==> config.mk <==
export PLATFORM = sky130hd
export DESIGN_NAME = hazard_scoreboard
export DESIGN_NICKNAME = d
export VERILOG_FILES = /design/src/rtl/hazard_scoreboard.sv
export SDC_FILE = /design/constraint.sdc
export NUM_CORES = 1
export LEC_CHECK = 0
export ABC_AREA = 1
export BUFFER_PORTS_ARGS = -buffer_cell sky130_fd_sc_hd__buf_2
export CAP_MARGIN = 20
export CORE_ASPECT_RATIO = 1.75
export CORE_UTILIZATION = 49
export CTS_CLUSTER_DIAMETER = 50
export DETAILED_ROUTE_END_ITERATION = 10
export GPL_TIMING_DRIVEN = 1
export PLACE_DENSITY = 0.88
export SLEW_MARGIN = 10
export SYNTH_ARGS = -nofsm -noshare
export SYNTH_HDL_FRONTEND = slang
export SYNTH_SLANG_ARGS = --single-unit
==> constraint.sdc <==
create_clock -name clock -period 1.9 [get_ports clock]
set_input_delay 0.095 -clock clock [delete_from_list [all_inputs] [get_ports clock]]
set_output_delay 0.095 -clock clock [all_outputs]
set_load 0.05 [all_outputs]
==> src/rtl/hazard_scoreboard.sv <==
// Producer-side hazard tracker for the 5-stage pipeline: EX/MEM/WB destination slots,
// decode stall / EX bubble generation, HALT drain sequencing and a saturating stall counter.
module hazard_scoreboard #(
  parameter int unsigned NB_REG = 5,
  parameter int unsigned NB_CNT = 32
) (
  input  logic              clock,
  input  logic              reset,
  input  logic              enable,
  input  logic              id_valid,
  input  logic [NB_REG-1:0] id_rs,
  input  logic [NB_REG-1:0] id_rt,
  input  logic              id_use_rs,
  input  logic              id_use_rt,
  input  logic              id_is_branch,
  input  logic              id_reg_write,
  input  logic              id_mem_read,
  input  logic [NB_REG-1:0] id_write_reg,
  input  logic              id_halt,
  output logic              stall_id,
  output logic              bubble_ex,
  output logic              pipe_empty,
  output logic              halted,
  output logic [NB_CNT-1:0] stall_count
);

  typedef struct packed {
    logic              valid;
    logic              reg_write;
    logic              mem_read;
    logic [NB_REG-1:0] rd;
  } slot_t;

  typedef enum logic [1:0] {
    ST_RUN     = 2'd0,
    ST_DRAIN   = 2'd1,
    ST_HALTED  = 2'd2
  } state_t;

  state_t            r_state;
  state_t            w_next_state;
  slot_t             r_ex;
  slot_t             r_mem;
  // No decision depends on the WB record's fields, so only its occupancy is kept.
  logic              r_wb_valid;
  logic [NB_CNT-1:0] r_stall_count;

  slot_t             w_ex_next;
  logic              w_ex_rs;
  logic              w_ex_rt;
  logic              w_mem_rs;
  logic              w_mem_rt;
  logic              w_load_use;
  logic              w_branch_haz;
  logic              w_stall;
  logic              w_issue;

  function automatic logic f_match(input slot_t s, input logic [NB_REG-1:0] src,
                                   input logic use_src);
    return s.valid & s.reg_write & (s.rd == src) & (src != '0) & use_src;
  endfunction

  // Hazard detection against the EX and MEM producers
  always_comb begin
    w_ex_rs      = f_match(r_ex,  id_rs, id_use_rs);
    w_ex_rt      = f_match(r_ex,  id_rt, id_use_rt);
    w_mem_rs     = f_match(r_mem, id_rs, id_use_rs);
    w_mem_rt     = f_match(r_mem, id_rt, id_use_rt);
    w_load_use   = r_ex.mem_read & (w_ex_rs | w_ex_rt);
    w_branch_haz = id_is_branch &
                   ((w_ex_rs | w_ex_rt) | (r_mem.mem_read & (w_mem_rs | w_mem_rt)));
    w_stall      = id_valid & (w_load_use | w_branch_haz) & (r_state == ST_RUN);
    w_issue      = id_valid & ~w_stall & (r_state == ST_RUN);
  end

  // Record entering EX; HALT travels as a non-writing entry
  always_comb begin
    w_ex_next = '0;
    if (w_issue) begin
      w_ex_next.valid     = 1'b1;
      w_ex_next.reg_write = id_reg_write & ~id_halt;
      w_ex_next.mem_read  = id_mem_read & ~id_halt;
      w_ex_next.rd        = id_halt ? '0 : id_write_reg;
    end
  end

  always_comb begin
    w_next_state = r_state;
    case (r_state)
      ST_RUN:    if (w_issue && id_halt) w_next_state = ST_DRAIN;
      // Nothing issues in DRAIN, so all slots empty after this edge iff EX and MEM are empty now
      ST_DRAIN:  if (!r_ex.valid && !r_mem.valid) w_next_state = ST_HALTED;
      ST_HALTED: w_next_state = ST_HALTED;
      default:   w_next_state = ST_RUN;
    endcase
  end

  always_ff @(posedge clock) begin
    if (reset) begin
      r_state <= ST_RUN;
    end else if (enable) begin
      r_state <= w_next_state;
    end
  end

  // Slot pipeline and stall counter
  always_ff @(posedge clock) begin
    if (reset) begin
      r_ex          <= '0;
      r_mem         <= '0;
      r_wb_valid    <= 1'b0;
      r_stall_count <= '0;
    end else if (enable) begin
      r_ex       <= w_ex_next;
      r_mem      <= r_ex;
      r_wb_valid <= r_mem.valid;
      if (w_stall && (r_stall_count != '1)) begin
        r_stall_count <= r_stall_count + NB_CNT'(1);
      end
    end
  end

  assign stall_id    = w_stall;
  assign bubble_ex   = w_stall;
  assign pipe_empty  = ~(r_ex.valid | r_mem.valid | r_wb_valid);
  assign halted      = (r_state == ST_HALTED);
  assign stall_count = r_stall_count;

endmodule

==> flow_summary.json, run 1 <==
{
  "htree_levels": 2,
  "vias": 3191,
  "power_density_mw_per_mm2": 533,
  "dieArea_mm2": 0.00609,
  "synth-edff-count": 0,
  "viasPerCell": 5.39,
  "n_antenna_cell": 0,
  "slowest_stage": "dfxtp_4",
  "dp_hpwl_um": 5640,
  "syn_inst": 425,
  "clkPwrFrac_pct": 34.3,
  "nets": 544,
  "place_congestion": 0.843,
  "worstMarginPinSlew_ps": 471,
  "async_reset_ff_share_pct": 0,
  "worst_slack_ps": -73.7,
  "postSynthAreaPerCell_um2": 6.65,
  "hold_buffers": 0,
  "layout_common_cells": "nand2_1 (91), buf_2 (58), nor2_1 (54)",
  "drcViolationCount": 0,
  "setup_viol": 8,
  "outcome": "complete, but fails checks",
  "die_w_um": 59.4,
  "syn_to_final_growth_pct": 34.0,
  "share_comb_of_total_power_pct": 11.6,
  "finClkSkew_ps": 8.70,
  "numPortBuffers": 60,
  "syn_nets": 454,
  "swShare_pct": 26.1,
  "synthFlopType": "dfxtp_1",
  "rsz0062_at_grt": "yes",
  "finalPower_uw": 2020,
  "tritoncts": "built",
  "power_frac_seq_pct": 54.1,
  "clk_path_buf_depth": 2,
  "fin_crit_sh_pct": 104,
  "antenna_found_initial": 0,
  "finalCriticalPeriod_ps": 1970,
  "synth_top_area_share_pct": 36.1,
  "numCtsBuffers": 5,
  "synth_area_mm2": 0.00283,
  "yosysWarningCount": 0,
  "grt_pass1_wl_um": 12300,
  "critPathMaxFanout": 7,
  "yosysSeqAreaShare_pct": 36.1,
  "wl_um": 8490,
  "cts_sinks": 51,
  "vdd_drop_max_mv": 0.624,
  "row_count": 36,
  "routedWlPerCell_um": 14.3,
  "cp_data_arrival_time_ps": 2190,
  "maxCapViolCount": 0,
  "io_pins": 61,
  "startpoint_type": "register",
  "synth_cell_type_count": 30,
  "clk_latency_ps": 320,
  "synth.area.top_cells": "dfxtp_1 (36%), nand2_1 (13%), nor2_1 (7.8%)",
  "post-place-ws_ps": -44.8,
  "intPower_uw": 1490,
  "grt_max_degree": 29,
  "finalHoldViolations": 0,
  "grt_usage_pct": 26.8,
  "max_slew_margin_pct": 68.3,
  "gr-total-overflow": 0,
  "synth_top_cell_by_area": "dfxtp_1",
  "leakage_uw": 0.00169,
  "fin_util_pct": 68.3,
  "clkTransAtPathRegs_ps": 90,
  "end_kind": "register",
  "initial_core_util_pct": 51.0,
  "drive_above_1_share_pct": 35.1,
  "drt_iter0_markers": 206,
  "maxSlewViolCount": 0,
  "crit_path_max_incr_delay_ps": 390,
  "drt-pass1-iter-count": 6,
  "placed_cells": 573,
  "hp-class": "in -> reg",
  "grt_pass1_vias": 2899,
  "fp.dieH_um": 102,
  "cts-root-buf": "clkbuf_8",
  "power.switching_uw": 526,
  "fmax_mhz": 507,
  "violations": "setup timing",
  "coreArea_mm2": 0.00554,
  "final_cells": 592,
  "crit_chain": "nand3_4, nor2_4, nand4_1, nor3_2, nand4_1, nor2_4, nand3_1, nand2_1, nor2_1",
  "tns_ps": -340,
  "mostFrequentLayoutCell": "nand2_1",
  "filler_cell_count": 440,
  "ys_ff_latch": 51,
  "critPathKind": "reg -> reg",
  "ant_nets": 0,
  "required_ps": 2110
}
## kinds of logic (layout without fill, tap and decap cells)
group           after synthesis  after routing  share of synthesized area [%]
simple gates                227            228                           37.2
compound gates               66             66                           11.9
buf+inv                      66            156                           9.52
flops                        51             51                           36.1
xor+xnor                     11             11                           3.41
fa+ha+maj                     4              4                           1.77
## routing by layer
metal	GRT usage, %	vias up	routed length [um]	share of wire [%]
li1	-	1537	-	-
met1	24.4	1454	2860	34
met2	48.8	149	4700	55
met3	7.34	51	514	6.1
met4	19.6	0	415	4.9
met5	0	-	0	0
## power groups by stage
stage          Clock [uW]  Combinational, uW  Sequential [uW]
6_report              693                233             1090
5_1_grt               738                259             1090
4_1_cts               702                214             1100
3_5_place_dp            0                211             1130
3_3_place_gp            0                202             1130
2_1_floorplan           0                137             1120
## what timing repair did
| item | 4_1_cts | 5_1_grt |
|---|---|---|
| resized for setup | 11 | 54 |
| pin swaps | 2 | 28 |
| setup buffers | 1 | 9 |
| gates cloned | 0 | 1 |
| endpoints found under the setup margin | 26 | 43 |
## path summary, 6_finish.rpt
| check | slack, ps | cells past startpoint | endpoint | start |
|---|---|---|---|---|
| worst min-delay path | 30 | 3 | r_ex[0] | id_write_reg[0] |
| worst min register to register | 460 | 1 | stall_count[6] | stall_count[6] |
| worst max-delay path | -70 | 9 | stall_count[25] | stall_count[2] |
| worst max register to register | -70 | 9 | stall_count[25] | stall_count[2] |
## flip-flops by register name, indices dropped and copies added (netlist names)
register and count:
stall_count 32, r_ex 8, r_mem 8, r_state 2, r_wb_valid 1
## cell usage after synthesis (2+ instances only)
master / instances
nand4_1: 4
xnor2_1: 5
dfxtp_1: 51
xor2_1: 6
nor2_4: 7
nor2_2: 7
nand3_1: 33
nand3_2: 4
clkbuf_1: 6
nor2_1: 59
o21ai_0: 22
nand2_1: 98
ha_1: 4
nor4_1: 2
inv_2: 6
inv_1: 50
o21a_1: 2
a21oi_1: 40
nor3_1: 8
## layout make-up
cell class	instances	area, um2	share of cell area, %
Clock buffer	8	100	2.64
Inverter	57	214	5.65
Multi-Input combinational cell	309	1720	45.4
Sequential cell	51	1080	28.6
Tap cell	76	95.1	2.51
Timing Repair Buffer	91	577	15.2
## critical path: cells and delay by family (launching register included)
family           cells  cell delay [ps]
DFF                  1              390
and+or+nand+nor      9             1490
## stage by stage
| stage | area (um2) | hold WS, ps |
|---|---|---|
| after floorplan | 2860 | 164 |
| after global placement | 3370 | 371 |
| after detailed placement | 3370 | 380 |
| after CTS | 3510 | 34.4 |
| after global routing | 3780 | 44.1 |
| final | 3780 | 29.0 |
Power figures use the tool's default switching activity.
==> run 2: changes to the inputs <==
CORE_UTILIZATION = 40   (was 49)
PLACE_DENSITY = 0.76   (was 0.88)
==> flow_summary.json, run 2 (same netlist as run 1, synthesis figures left out) <==
{
  "power_density_mw_per_mm2": 610,
  "gr-total-overflow": 0,
  "r2r_cells": 11,
  "finalCriticalPeriod_ps": 1870,
  "leakage_uw": 0.00165,
  "cts-root-buf": "clkbuf_16",
  "htree_levels": 2,
  "ant_nets": 0,
  "crit_family": "simple AND/OR/NAND/NOR gates",
  "tns_ps": 0,
  "maxCapViolCount": 0,
  "crit_chain": "nor2_1, nor3_2, nand3_1, nand2_1, nand2_2, nand2_4, nand4_1, nor2_4, nand2_1, nand2_1, nor2_1",
  "drcViolationCount": 0,
  "drt-pass1-iter-count": 4,
  "antenna_found_initial": 0,
  "mostFrequentLayoutCell": "nand2_1",
  "vias": 2976,
  "multi_input_area_mm2": 0.00163,
  "fp.dieH_um": 113,
  "end_kind": "register",
  "reg2reg_to": "stall_count[26]",
  "largest_register_ff_count": 32,
  "max_slew_margin_pct": 67.9,
  "finalHoldViolations": 0,
  "tritoncts": "built",
  "fmax_mhz": 534,
  "slowest_stage": "dfxtp_2",
  "critPathKind": "reg -> reg",
  "clkPwrFrac_pct": 41.2,
  "die_w_um": 65.5,
  "dp_hpwl_um": 5580,
  "n_antenna_cell": 0,
  "initial_core_util_pct": 41.2,
  "drive_above_1_share_pct": 32.5,
  "critPathBufInv": 0,
  "hold_buffers": 0,
  "dpl-instance-area_mm2": 0.00334,
  "share_comb_of_total_power_pct": 9.5,
  "r2r_slack_ps": 30,
  "nets": 536,
  "crit_top_cell": "nand2_1",
  "grt_pass1_wl_um": 11900,
  "cp_data_arrival_time_ps": 2050,
  "fin_util_pct": 53.3,
  "filler_cell_count": 676,
  "vdd_drop_max_mv": 0.450,
  "critPathMaxFanout": 6,
  "outcome": "complete, no violations",
  "drt_iter0_markers": 69,
  "power_frac_seq_pct": 49.3,
  "worst_slack_ps": 28.5,
  "coreArea_mm2": 0.00686,
  "viasPerCell": 5.03,
  "maxSlewViolCount": 0,
  "syn_to_final_growth_pct": 29.3,
  "intPower_uw": 1650,
  "crit_cells": 11,
  "hp-start": "id_write_reg[1]",
  "routedWlPerCell_um": 12.5,
  "hp-class": "in -> reg",
  "power.switching_uw": 577,
  "final_area_mm2": 0.00365,
  "worstReg2RegStart": "r_ex[4]",
  "grt_max_degree": 36,
  "clkTransAtPathRegs_ps": 70,
  "regArea_mm2": 0.00107,
  "crit_path_max_incr_delay_ps": 390,
  "clk_path_buf_depth": 2,
  "swShare_pct": 25.9,
  "finClkSkew_ps": 8.41,
  "crit_path_end": "stall_count[26]",
  "worstMarginPinSlew_ps": 477,
  "io_pins": 61,
  "numCtsBuffers": 5,
  "rsz0062_at_grt": "yes",
  "row_count": 40,
  "numPortBuffers": 60,
  "startpoint_type": "register",
  "clk_latency_ps": 300,
  "post-place-ws_ps": -33.2,
  "setup_viol": 0,
  "required_ps": 2080,
  "layout_common_cells": "nand2_1 (95), buf_2 (60), nor2_1 (57)",
  "grt_usage_pct": 20.3,
  "dieArea_mm2": 0.00742,
  "finalPower_uw": 2230,
  "fin_crit_sh_pct": 98.5,
  "cts_sinks": 51,
  "grt_pass1_vias": 2850,
  "place_congestion": 0.871,
  "startpoint": "r_ex[4]",
  "wl_um": 7390
}
==> run 2: cell count changes in the layout (fill, tap and decap cells not counted), moves of 4 or more <==
cell	delta
clkbuf_16	+5
buf_6	-5
dfxtp_2	+8
nand3_1	+5
dfxtp_4	-5
nand2_1	+4
clkbuf_8	-7
nand3_2	-6
==> run 2: worst reg2reg max path, delay by kind of cell (launching register included) <==
kind             cells  cell delay, ps
flip-flops           1             390
AND/OR/NAND/NOR     11            1370
==> run 2: layout make-up <==
type                    instances  area share [%]
inverters                      57            5.86
well taps                      84            2.88
repair buffers                 84            13.4
flip-flops and latches         51            29.3
clock inverters                 3           0.616
clock buffers                   5            3.42
multi-input cells             308            44.5
==> run 2: power by group through the flow <==
stage	registers (uW)	logic, uW	clock network, uW
3_3_place_gp	1130	200	0
4_1_cts	1100	209	931
2_1_floorplan	1120	137	0
6_report	1100	211	918
5_1_grt	1100	238	960
3_5_place_dp	1130	206	0
==> run 2: metrics by stage <==
stage,hold WS [ps],std cells
2_1_floorplan,164,425
3_3_place_gp,371,578
3_5_place_dp,375,578
4_1_cts,57.2,586
5_1_grt,60.1,592
6_report,53.8,592
==> run 2: worst min-delay path by stage <==
stage | endpoint | cells past startpoint
global route | r_ex[1] | 3
detailed placement | r_ex[2] | 3
finish | r_ex[1] | 3
floorplan | r_ex[4] | 1
global placement | r_ex[1] | 3
CTS | r_ex[1] | 3
==> run 2: per-layer routing <==
metal	global-route usage, %	vias to the layer above	part of all wire (%)
met1	19.2	1369	36
met2	39.5	82	57
met3	4.13	17	4.2
li1	-	1508	-
met4	10.0	0	2.6
met5	0	-	0
==> run 2: timing repair <==
action | CTS | global route
pin swaps | 0 | 16
setup endpoints to repair | 12 | 32
setup buffers | 0 | 6
gates resized for setup | 7 | 30
